File: src/rtl/vga_frame_reader.sv
`default_nettype none
// ============================================================================
// Module   : vga_frame_reader
// Purpose  : VGA scan-out engine that reads a half-resolution image from the
//            frame buffer SRAM and doubles it in both directions.
// Revision : 1.0
// ============================================================================
module vga_frame_reader #(
  parameter int H_ACTIVE   = 640,
  parameter int H_FP       = 16,
  parameter int H_SYNC     = 96,
  parameter int H_BP       = 48,
  parameter int V_ACTIVE   = 480,
  parameter int V_FP       = 10,
  parameter int V_SYNC     = 2,
  parameter int V_BP       = 33,
  parameter int SRC_WIDTH  = 320,
  parameter int ADDR_WIDTH = 17,
  parameter int DATA_WIDTH = 12
) (
  input  logic                  clk,
  input  logic                  rst_n,
  output logic [ADDR_WIDTH-1:0] sram_addr,
  input  logic [DATA_WIDTH-1:0] sram_dout,
  output logic [3:0]            vga_r,
  output logic [3:0]            vga_g,
  output logic [3:0]            vga_b,
  output logic                  vga_hsync,
  output logic                  vga_vsync,
  output logic                  vga_de,
  output logic                  frame_start
);

  localparam int c_h_total = H_ACTIVE + H_FP + H_SYNC + H_BP;
  localparam int c_v_total = V_ACTIVE + V_FP + V_SYNC + V_BP;
  localparam int c_hw      = $clog2(c_h_total);
  localparam int c_vw      = $clog2(c_v_total);

  localparam logic [c_hw-1:0] c_h_last     = c_hw'(c_h_total - 1);
  localparam logic [c_hw-1:0] c_h_act      = c_hw'(H_ACTIVE);
  localparam logic [c_hw-1:0] c_hs_start   = c_hw'(H_ACTIVE + H_FP);
  localparam logic [c_hw-1:0] c_hs_end     = c_hw'(H_ACTIVE + H_FP + H_SYNC);
  localparam logic [c_vw-1:0] c_v_last     = c_vw'(c_v_total - 1);
  localparam logic [c_vw-1:0] c_v_act      = c_vw'(V_ACTIVE);
  localparam logic [c_vw-1:0] c_vs_start   = c_vw'(V_ACTIVE + V_FP);
  localparam logic [c_vw-1:0] c_vs_end     = c_vw'(V_ACTIVE + V_FP + V_SYNC);
  localparam logic [ADDR_WIDTH-1:0] c_src  = ADDR_WIDTH'(SRC_WIDTH);

  logic [c_hw-1:0]       r_h;
  logic [c_vw-1:0]       r_v;
  logic [ADDR_WIDTH-1:0] r_line_base;

  logic                  w_h_wrap;
  logic                  w_v_wrap;
  logic                  w_active;
  logic                  w_hsync_n;
  logic                  w_vsync_n;
  logic                  w_first;
  logic [ADDR_WIDTH-1:0] w_addr;

  // Stage-1 and stage-2 copies of the timing flags, matching the SRAM latency
  logic r_de1, r_hs1, r_vs1, r_fs1;
  logic r_de2, r_hs2, r_vs2, r_fs2;

  assign w_h_wrap  = (r_h == c_h_last);
  assign w_v_wrap  = w_h_wrap && (r_v == c_v_last);
  assign w_active  = (r_h < c_h_act) && (r_v < c_v_act);
  assign w_hsync_n = !((r_h >= c_hs_start) && (r_h < c_hs_end));
  assign w_vsync_n = !((r_v >= c_vs_start) && (r_v < c_vs_end));
  assign w_first   = (r_h == '0) && (r_v == '0);
  assign w_addr    = w_active ? (r_line_base + ADDR_WIDTH'(r_h[c_hw-1:1]))
                              : '0;

  // line_base steps once per pair of lines, giving vertical doubling
  always_ff @(posedge clk or negedge rst_n) begin
    if (!rst_n) begin
      r_h         <= '0;
      r_v         <= '0;
      r_line_base <= '0;
    end else begin
      if (w_h_wrap) begin
        r_h <= '0;
        r_v <= w_v_wrap ? '0 : r_v + 1'b1;
      end else begin
        r_h <= r_h + 1'b1;
      end

      if (w_v_wrap) begin
        r_line_base <= '0;
      end else if (w_h_wrap && r_v[0] && (r_v < c_v_act)) begin
        r_line_base <= r_line_base + c_src;
      end
    end
  end

  always_ff @(posedge clk or negedge rst_n) begin
    if (!rst_n) begin
      sram_addr <= '0;
      r_de1     <= 1'b0;
      r_hs1     <= 1'b1;
      r_vs1     <= 1'b1;
      r_fs1     <= 1'b0;
      r_de2     <= 1'b0;
      r_hs2     <= 1'b1;
      r_vs2     <= 1'b1;
      r_fs2     <= 1'b0;
    end else begin
      sram_addr <= w_addr;
      r_de1     <= w_active;
      r_hs1     <= w_hsync_n;
      r_vs1     <= w_vsync_n;
      r_fs1     <= w_first;
      r_de2     <= r_de1;
      r_hs2     <= r_hs1;
      r_vs2     <= r_vs1;
      r_fs2     <= r_fs1;
    end
  end

  // Output stage: sram_dout now belongs to the pixel flagged by the stage-2 copies
  always_ff @(posedge clk or negedge rst_n) begin
    if (!rst_n) begin
      vga_r       <= 4'd0;
      vga_g       <= 4'd0;
      vga_b       <= 4'd0;
      vga_de      <= 1'b0;
      vga_hsync   <= 1'b1;
      vga_vsync   <= 1'b1;
      frame_start <= 1'b0;
    end else begin
      vga_r       <= r_de2 ? sram_dout[11:8] : 4'd0;
      vga_g       <= r_de2 ? sram_dout[7:4]  : 4'd0;
      vga_b       <= r_de2 ? sram_dout[3:0]  : 4'd0;
      vga_de      <= r_de2;
      vga_hsync   <= r_hs2;
      vga_vsync   <= r_vs2;
      frame_start <= r_fs2;
    end
  end

endmodule
`default_nettype wire

File: config.mk
export PLATFORM = sky130hd
export DESIGN_NAME = vga_frame_reader
export DESIGN_NICKNAME = d
export VERILOG_FILES = /design/src/rtl/vga_frame_reader.sv
export SDC_FILE = /design/constraint.sdc
export NUM_CORES = 1
export LEC_CHECK = 0
export CAP_MARGIN = 20
export CORE_ASPECT_RATIO = 0.5
export CORE_MARGIN = 4
export CORE_UTILIZATION = 30
export DETAILED_ROUTE_END_ITERATION = 7
export GPL_TIMING_DRIVEN = 0
export SLEW_MARGIN = 20
export SYNTH_ARGS = -nofsm -noshare
export SYNTH_HDL_FRONTEND = slang
export SYNTH_SLANG_ARGS = --single-unit
File: constraint.sdc
create_clock -name clk -period 2 [get_ports clk]
set_input_delay 0.5 -clock clk [delete_from_list [all_inputs] [get_ports clk]]
set_output_delay 0.5 -clock clk [all_outputs]
set_load 0.01 [all_outputs]
# Word level (Yosys, flattened, before mapping)
# Index checks and enable logic that the tools add are counted.
# op_classes
order_cmp,6
reduce_logical,12
mux,8
eq_ne,2
addsub,4
# op_table
cell,n
$mux 17,3
$add 10x1->10 const B,2
$eq 10x10->1 const B,2
$logic_not 10->1,2
$lt 10x10->1 const B,2
$lt 10x9->1 const B,2
$mux 10,2
$add 17x9->17,1
$add 17x9->17 const B,1
$mux 4,3
$ge 10x10->1 const B,1
$ge 10x9->1 const B,1
$logic_and 1x1->1,7
$logic_not 1->1,2
$reduce_bool 2->1,1
# totals
regBits,78
wordCells,51

# Longest topological paths before layout
# Gate-level depths: netlist (run 1).
# logic_depth
word_depth,5
ltp_mapped,7
mapped_depth_nobuf,6

# Worst setup path after synthesis (run 1)
# Ideal clock, no wire load.
# synth_timing
path_kind,register -> register
from,register r_h[8]
to,register sram_addr[12]
setup_slack_ns,0.230
stages_incl_launch_ff,6
synth_period_minus_slack_ns,1.770
setup_time_ns,0.132
t_required_ns,1.868
path_buffers,0
arrival_time_ns,1.638
cell_sequence,dfrtp_1 > ha_1 > a211oi_1 > nor3_1 > xnor2_1 > nor2_1
# synth_via
elab_chain_len,3
word_cells_on_any_way,4
cone_classes,1 x add/sub; 1 x order compare; 1 x mux; 1 x reduce/logical
# synth_rtl
element,line_no,text
"start, declared",49,logic [c_hw-1:0] r_h;
"start signal, assigned",85,r_h <= r_h + 1'b1;
branches (longest 2 deep; another with $add 17x9->17),-,
$mux 17 *,71,assign w_addr = w_active ? (r_line_base + ADDR_WIDTH'(r_h[c_hw-1:1]))
named net w_addr[12],59,logic [ADDR_WIDTH-1:0] w_addr;
"end signal, assigned",108,sram_addr <= w_addr;
"end, declared",23,"output logic [ADDR_WIDTH-1:0] sram_addr,"
# Mark *: on every way through the listed nets, which the timed path passes.
# A chain may end at the register's enable or synchronous reset.

# Final worst setup path (run 1)
# layout_timing
from,register r_h[5]
to,register r_line_base[15]
# layout_via
elab_chain_len,4
word_cells_on_any_way,6
cone_classes,1 x eq/ne; 1 x mux; 4 x reduce/logical
# layout_rtl
element,line_no,text
$eq 10x10->1 *,65,assign w_h_wrap = (r_h == c_h_last);
$logic_and 1x1->1 (2 in series),90,end else if (w_h_wrap && r_v[0] && (r_v < c_v_act)) begin
$reduce_bool 2->1 (no line),-,
"end signal, assigned",91,r_line_base <= r_line_base + c_src;
"end, declared",51,logic [ADDR_WIDTH-1:0] r_line_base;
# Every way passes the cells marked *; elsewhere a longest branch is shown, timed or not.

==> results of run 1 <==
sequential cells by signal, indices dropped and copies added, names as in the netlist, 4 cells and up:
| signal | count |
|---|---|
| vga_b | 4 |
| r_v | 10 |
| r_line_base | 11 |
| vga_r | 4 |
| vga_g | 4 |
| r_h | 10 |
| sram_addr | 17 |
power by group through the flow:
stage | registers, mW | logic, mW | clock network, mW
after floorplan | 1.51 | 0.00815 | 0
after global placement | 1.50 | 0.0936 | 0
after CTS | 1.47 | 0.103 | 1.78
after global routing | 1.47 | 0.109 | 1.85
final | 1.47 | 0.0986 | 1.74
after detailed placement | 1.50 | 0.102 | 0
worst paths after layout:
check	from	end	slack (ps)	depth (start not counted)
max	r_h[5]$_DFF_PN0_	r_line_base[15]$_DFFE_PN0P_	-20	6
min	rst_n	r_line_base[7]$_DFFE_PN0P_	30	1
max reg2reg	r_h[5]$_DFF_PN0_	r_line_base[15]$_DFFE_PN0P_	-20	6
min reg2reg	r_fs2$_DFF_PN0_	frame_start$_DFF_PN0_	350	0
max in group asynchronous	rst_n	r_hs1$_DFF_PN1_	1380	2
min in group clk	r_fs2$_DFF_PN0_	frame_start$_DFF_PN0_	350	0
area by class of cell:
type,instances,share of cell area
flip-flops and latches,72,0.422
clock buffers,12,0.0599
plain buffers,9,0.0158
repair buffers,53,0.124
multi-input cells,186,0.315
clock inverters,4,0.0178
well taps,135,0.0394
inverters,7,0.00613
Yosys cell counts:
| cell type | instances |
|---|---|
| ha_1 | 9 |
| o21ai_0 | 11 |
| buf_4 | 1 |
| nand2_1 | 16 |
| o31ai_1 | 6 |
| a211o_1 | 1 |
| o211ai_1 | 3 |
| clkbuf_1 | 3 |
| or4b_2 | 1 |
| a22o_1 | 1 |
| and4_1 | 4 |
| buf_6 | 1 |
| nor2_1 | 20 |
| nor4_1 | 6 |
| mux2i_1 | 1 |
| nand4_1 | 5 |
| or4b_4 | 1 |
| dfrtp_1 | 66 |
| nand3b_1 | 1 |
| nor3_1 | 8 |
| xnor2_1 | 14 |
| a41oi_2 | 1 |
| a211oi_1 | 2 |
| a21o_1 | 2 |
| nor4b_1 | 1 |
| inv_1 | 7 |
| a21oi_1 | 13 |
| or3_1 | 5 |
| nor4b_4 | 1 |
| and2_1 | 16 |
| or4_1 | 7 |
| nor3_4 | 1 |
| xor2_1 | 8 |
| buf_2 | 4 |
| and3_1 | 9 |
| nand3_1 | 10 |
| nor2b_1 | 1 |
| or2_2 | 1 |
| dfstp_2 | 6 |
worst max-delay path, delay by kind of cell, from the launching register on:
kind / cells / cell delay [ps]
simple gates: 3 / 1100
buf+inv: 2 / 330
compound gates: 1 / 130
flops: 1 / 370
kinds of logic (layout without fill, tap and decap cells):
| group | Yosys count | after routing |
|---|---|---|
| compound gates | 40 | 40 |
| xor+xnor | 22 | 22 |
| fa+ha+maj | 9 | 9 |
| buf+inv | 16 | 85 |
| flops | 72 | 72 |
| mux | 1 | 1 |
| simple gates | 114 | 114 |
what timing repair did:
item | in CTS | in global routing
setup endpoints to repair | 16 | 23
gates resized for setup | 9 | 24
setup buffers | 2 | 4
pin swaps | 4 | 10
cells in the final DEF (no fill, tap or decap), drive strengths merged, types with 2 or more instances in the layout:
cell,synthesis,routed
o211ai,3,3
dfrtp,66,66
a21o,2,2
xnor2,14,14
nand4,5,5
and3,9,9
nor2,20,20
or4b,2,2
a211oi,2,2
or4,7,7
clkdlybuf4s50,0,45
xor2,8,8
o31ai,6,6
ha,9,9
inv,7,7
clkbuf,3,18
nand3,10,10
a21oi,13,13
nor4,6,6
dfstp,6,6
or3,5,5
bufinv,0,2
nor4b,2,2
nor3,9,9
and2,16,16
and4,4,4
nand2,16,16
o21ai,11,11
buf,6,11
routing by layer:
layer / vias to the layer above / GRT usage
li1: 1100 / -
met2: 48 / 0.212
met5: - / 0
met3: 12 / 0.0406
met4: 0 / 0.0457
met1: 1148 / 0.148
metrics by stage:
step | cells | total power, mW
global placement | 455 | 1.59
finish | 478 | 3.31
global route | 478 | 3.43
detailed placement | 456 | 1.60
CTS | 474 | 3.36
floorplan | 274 | 1.51
==> impl_results.md, run 1 <==
- Post-synth top area share: 0.530
- Vias/cell: 4.83
- Unrepaired setup endpoints after global routing: true
- IO Pins: 47
- Cells after synthesis: 274
- Nets: 361
- Final min period: 2020 ps
- Fillers: 927
- Finished Cell Area: 4290 µm²
- Post-synthesis xor/xnor area fraction: 0.0619
- Max Used Layer: met4
- Die height: 80.0 µm
- Total congestion overflow: 0
- Clock network power share: 0.525
- Largest family of logic cells by synthesized area: simple AND/OR/NAND/NOR gates
- Setup TNS: -31.5 ps
- Synthesized area per cell: 11.4 µm²
- Worst Setup Slack, final: -16.3 ps
- TritonCTS Sinks: 72
- Sw frac: 0.190
- Worst hold path class: primary input to async pin
- Status: finished with violations
- Critical path required time: 2260 ps
- Fin. Hold Viols: 0
- DR DRC count: 0
- Synth Cell Area: 3110 µm²
- Sequential power share: 0.445
- # diodes: 0
- Largest net degree at the start of global routing: 59
- P_int: 2.69 mW
- Simple-Gate Fraction of Synth Area: 0.213
- Routed via count: 2308
- Pre-Repair DR Iteration Count: 4
- Core area: 9760 µm²
- Area leader, netlist: dfrtp_1
- Clock skew: 2.14 ps
- CTS Hold Buffers Added: 0
- Sw power: 0.628 mW
- Top cell by count, worst path: buf_6
- Layout cells sized above 1: 0.169
- Slowest-stage cell, CP: or4_1
- Starting density of the core: 0.319
- Clk buf depth: 2
- H-Tree Depth: 3
- Max-slew violations: 0
- Max-Cap Viols: 0
- CP endpoint kind: flop
- Unique masters post-synth: 39
- Met3 WL: 294 µm
- Worst Setup Path Type: flop to flop
- Final period utilization: 1.01
- Number of core rows: 25
- Multi-input combinational cell area: 1350 µm²
- Slew margin rel.: 0.562
- CTS buffer count: 9
- Clk_lat worst skew: 330 ps
- Leakage Power: 1.81 nW
- Routability cong.: 0.826
- Compound-Gate Fraction of Synth Area: 0.0808
- Post-synthesis mux area share: 0.00321
- Combinational cell fraction of total power: 0.030
- Die width: 152 µm
- Port bufs: 46
- Final Setup Violations: 2
- #FFs+latches synth: 72
- CTS tree: yes
- Clk pin slew, worst setup/hold paths: 50 ps
- Syn nets: 297
- Failing checks: negative setup slack
- Worst Hold Slack: 28.6 ps
- CP arrival: 2280 ps
- Max stage delay on crit path: 500 ps
- Die ar.: 12200 µm²
- First-pass GRT wire length: 12000 µm
- Adder-Cell Fraction of Synth Area: 0.0362
- FMAX: 496 MHz
- GRT Total Usage: 0.124
- DP Area: 3770 µm²
- Number of global-route vias before repair: 2373
- Final Core Density: 0.439
- Yosys warnings: 0
- Routed len/inst: 14.8 µm
- Worst vdd ir: 0.336 mV
- CP Launch Type: flop
- Clock root buffer: clkbuf_16
- Pwr Density: 773 nW/µm²
- Layout area overhead: 37.6%
- Number of DRC markers in iteration 0: 159
- Initial antenna violation count: 0
- Detail Route met2 WL: 3600 µm
- Drt total wl: 7090 µm
- Hpwl dp: 4770 µm
- Pre-CTS setup slack: -116 ps
- Worst slew pin tran: 653 ps
- Crit-path max FO: 8
- Sequential fraction of the synthesis area: 0.581
- Crit path cell chain: buf_6 > nor4b_4 > nand4_1 > buf_6 > or4_1 > a21oi_2
- DRT antenna net count: 0
- Metal-1 WL: 3100 µm
- Flip-flop and latch area: 1810 µm²
- Top cells by area, synth: dfrtp_1 53%, dfstp_2 5.1%, xnor2_1 3.9%, ha_1 3.6%, and2_1 3.2%
Note: power is estimated with default switching activity, not from simulation.
==> run 2: changes to the inputs <==
Settings changed: CTS_BUF_LIST set to sky130_fd_sc_hd__clkbuf_8.
==> run 2 against run 1 <==
The flow still finishes with violations (negative setup slack); flip-flop and latch count did not move; sequential power is essentially flat; clock power shrank 26%; count of clock-buffer cells in the layout fell by 1; critical path depth stayed put; design area is 3.9% lower; cell count increased by 0.21%; first-iteration DRC count up 58%; sequential share of layout area increased by 1.8 points; largest cell class unchanged.
==> impl_results.md, run 2 (synthesis results as in run 1) <==
- Leakage Power: 1.77 nW
- Pwr Density: 694 nW/µm²
- Port bufs: 46
- Routed len/inst: 14.3 µm
- Layout cells sized above 1: 0.140
- Final min period: 2020 ps
- Die width: 152 µm
- CTS buffer count: 9
- Drt total wl: 6830 µm
- DRT antenna net count: 0
- CP endpoint kind: flop
- Fin. Hold Viols: 0
- Critical path required time: 2270 ps
- Hold Startpoint: r_fs2$_DFF_PN0_
- Biggest regs: sram_addr (17), r_line_base (11)
- DR DRC count: 0
- Unrepaired setup endpoints after global routing: true
- Pre-Repair DR Iteration Count: 4
- Starting density of the core: 0.319
- Clock skew: 6.00 ps
- Max-slew violations: 0
- Clk_lat worst skew: 340 ps
- CP arrival: 2290 ps
- Die height: 80.0 µm
- Clk buf depth: 2
- Number of global-route vias before repair: 2382
- Die ar.: 12200 µm²
- Hpwl dp: 4770 µm
- Worst Setup Path Type: flop to flop
- WHS Path Cells: 0
- First-pass GRT wire length: 11700 µm
- Number of DRC markers in iteration 0: 251
- Setup TNS: -58.2 ps
- GRT Total Usage: 0.121
- Final period utilization: 1.01
- Nets: 362
- Cells on worst reg2reg path: 6
- Fillers: 952
- Pre-CTS setup slack: -116 ps
- Total congestion overflow: 0
- Commonest non-fill, non-tap cell in the layout: dfrtp_1
- H-Tree Depth: 3
- Placed cells: 456
- Post-route insts no fill: 479
- Worst vdd ir: 0.253 mV
- Initial antenna violation count: 0
- Most flops, register: sram_addr
- TritonCTS Sinks: 72
- Commonest cells after routing, fill and taps aside: 64 x dfrtp_1, 45 x clkdlybuf4s50_1, 19 x nor2_1, 16 x and2_1, 16 x nand2_1
- Slew margin rel.: 0.634
- Reg2Reg Launch Point: r_h[6]$_DFF_PN0_
- Worst Setup Slack, final: -16.3 ps
- # diodes: 0
- Routability cong.: 0.826
- Core area: 9760 µm²
- FMAX: 496 MHz
- Largest net degree at the start of global routing: 59
- CTS tree: yes
- Number of core rows: 25
- Failing checks: negative setup slack
- Clock root buffer: clkbuf_8
- IO Pins: 47
- Layout area overhead: 32.2%
- Crit-path max FO: 8
- Clk pin slew, worst setup/hold paths: 70 ps
- Max reg flops: 17
- Worst hold path class: flop to flop
- Vias/cell: 4.79
- CP Launch Type: flop
- Status: finished with violations
- Worst slew pin tran: 547 ps
- Critical path startpoint: r_h[6]$_DFF_PN0_
- Routed via count: 2295
- Final Setup Violations: 5
- Max-Cap Viols: 0
[run 2: layer usage]
layer / global-route usage / up-vias / share of wire
met1: 0.144 / 1140 / 0.44
met4: 0.0448 / 0 / 0.013
li1: - / 1101 / -
met2: 0.207 / 48 / 0.50
met5: 0 / - / 0
met3: 0.0390 / 6 / 0.047
[run 2: worst max-delay path, stage by stage, from the launching register on]
cell	delay, ps
dfrtp_1	380
buf_6	140
nor4b_4	350
nand4_1	250
buf_6	210
or4_1	470
a21oi_1	150
[run 2: power by group]
part           switching [mW]  internal (mW)
combinational          0.0456         0.0549
clock                   0.520          0.768
sequential            0.00348           1.47
total                   0.569           2.29
[run 2: cell type report]
type | count | area, µm² | area share
Buffer | 9 | 62.6 | 0.0152
Clock buffer | 11 | 151 | 0.0368
Clock inverter | 5 | 80.1 | 0.0194
Inverter | 7 | 26.3 | 0.00638
Multi-Input combinational cell | 186 | 1270 | 0.309
Sequential cell | 72 | 1810 | 0.440
Tap cell | 135 | 169 | 0.0410
Timing Repair Buffer | 54 | 544 | 0.132
[run 2: path summary, 6_finish.rpt]
check                                                   end  slack, ps
worst max-delay path            r_line_base[14]$_DFFE_PN0P_        -20
worst min-delay path                  frame_start$_DFF_PN0_        350
worst max register to register  r_line_base[14]$_DFFE_PN0P_        -20
worst min register to register        frame_start$_DFF_PN0_        350
max in group asynchronous                   r_hs1$_DFF_PN1_        850
min in group asynchronous        r_line_base[7]$_DFFE_PN0P_        560
[run 2: what timing repair did]
item	in CTS	in global routing
pin swaps	5	4
hold buffers	1	0
hold endpoints to repair	9	0
buffers inserted	2	4
gates cloned	0	0
resized for setup	9	7
endpoints found under the setup margin	16	24
[run 2: metrics by stage]
stage / power (mW) / util / instance area [µm²] / hold slack, ps
after floorplan: 1.51 / - / 3110 / 204
after global placement: 1.59 / 0.384 / 3740 / 333
after detailed placement: 1.60 / 0.386 / 3770 / 339
after CTS: 2.91 / 0.417 / 4070 / 353
after global routing: 2.98 / 0.422 / 4120 / 360
final: 2.86 / 0.422 / 4120 / 351
==> run 3: changes to the inputs <==
Settings changed: CTS_CLUSTER_SIZE set to 8.
==> results of run 3 <==
The final DEF is identical to that of run 2; final timing and power are the same.
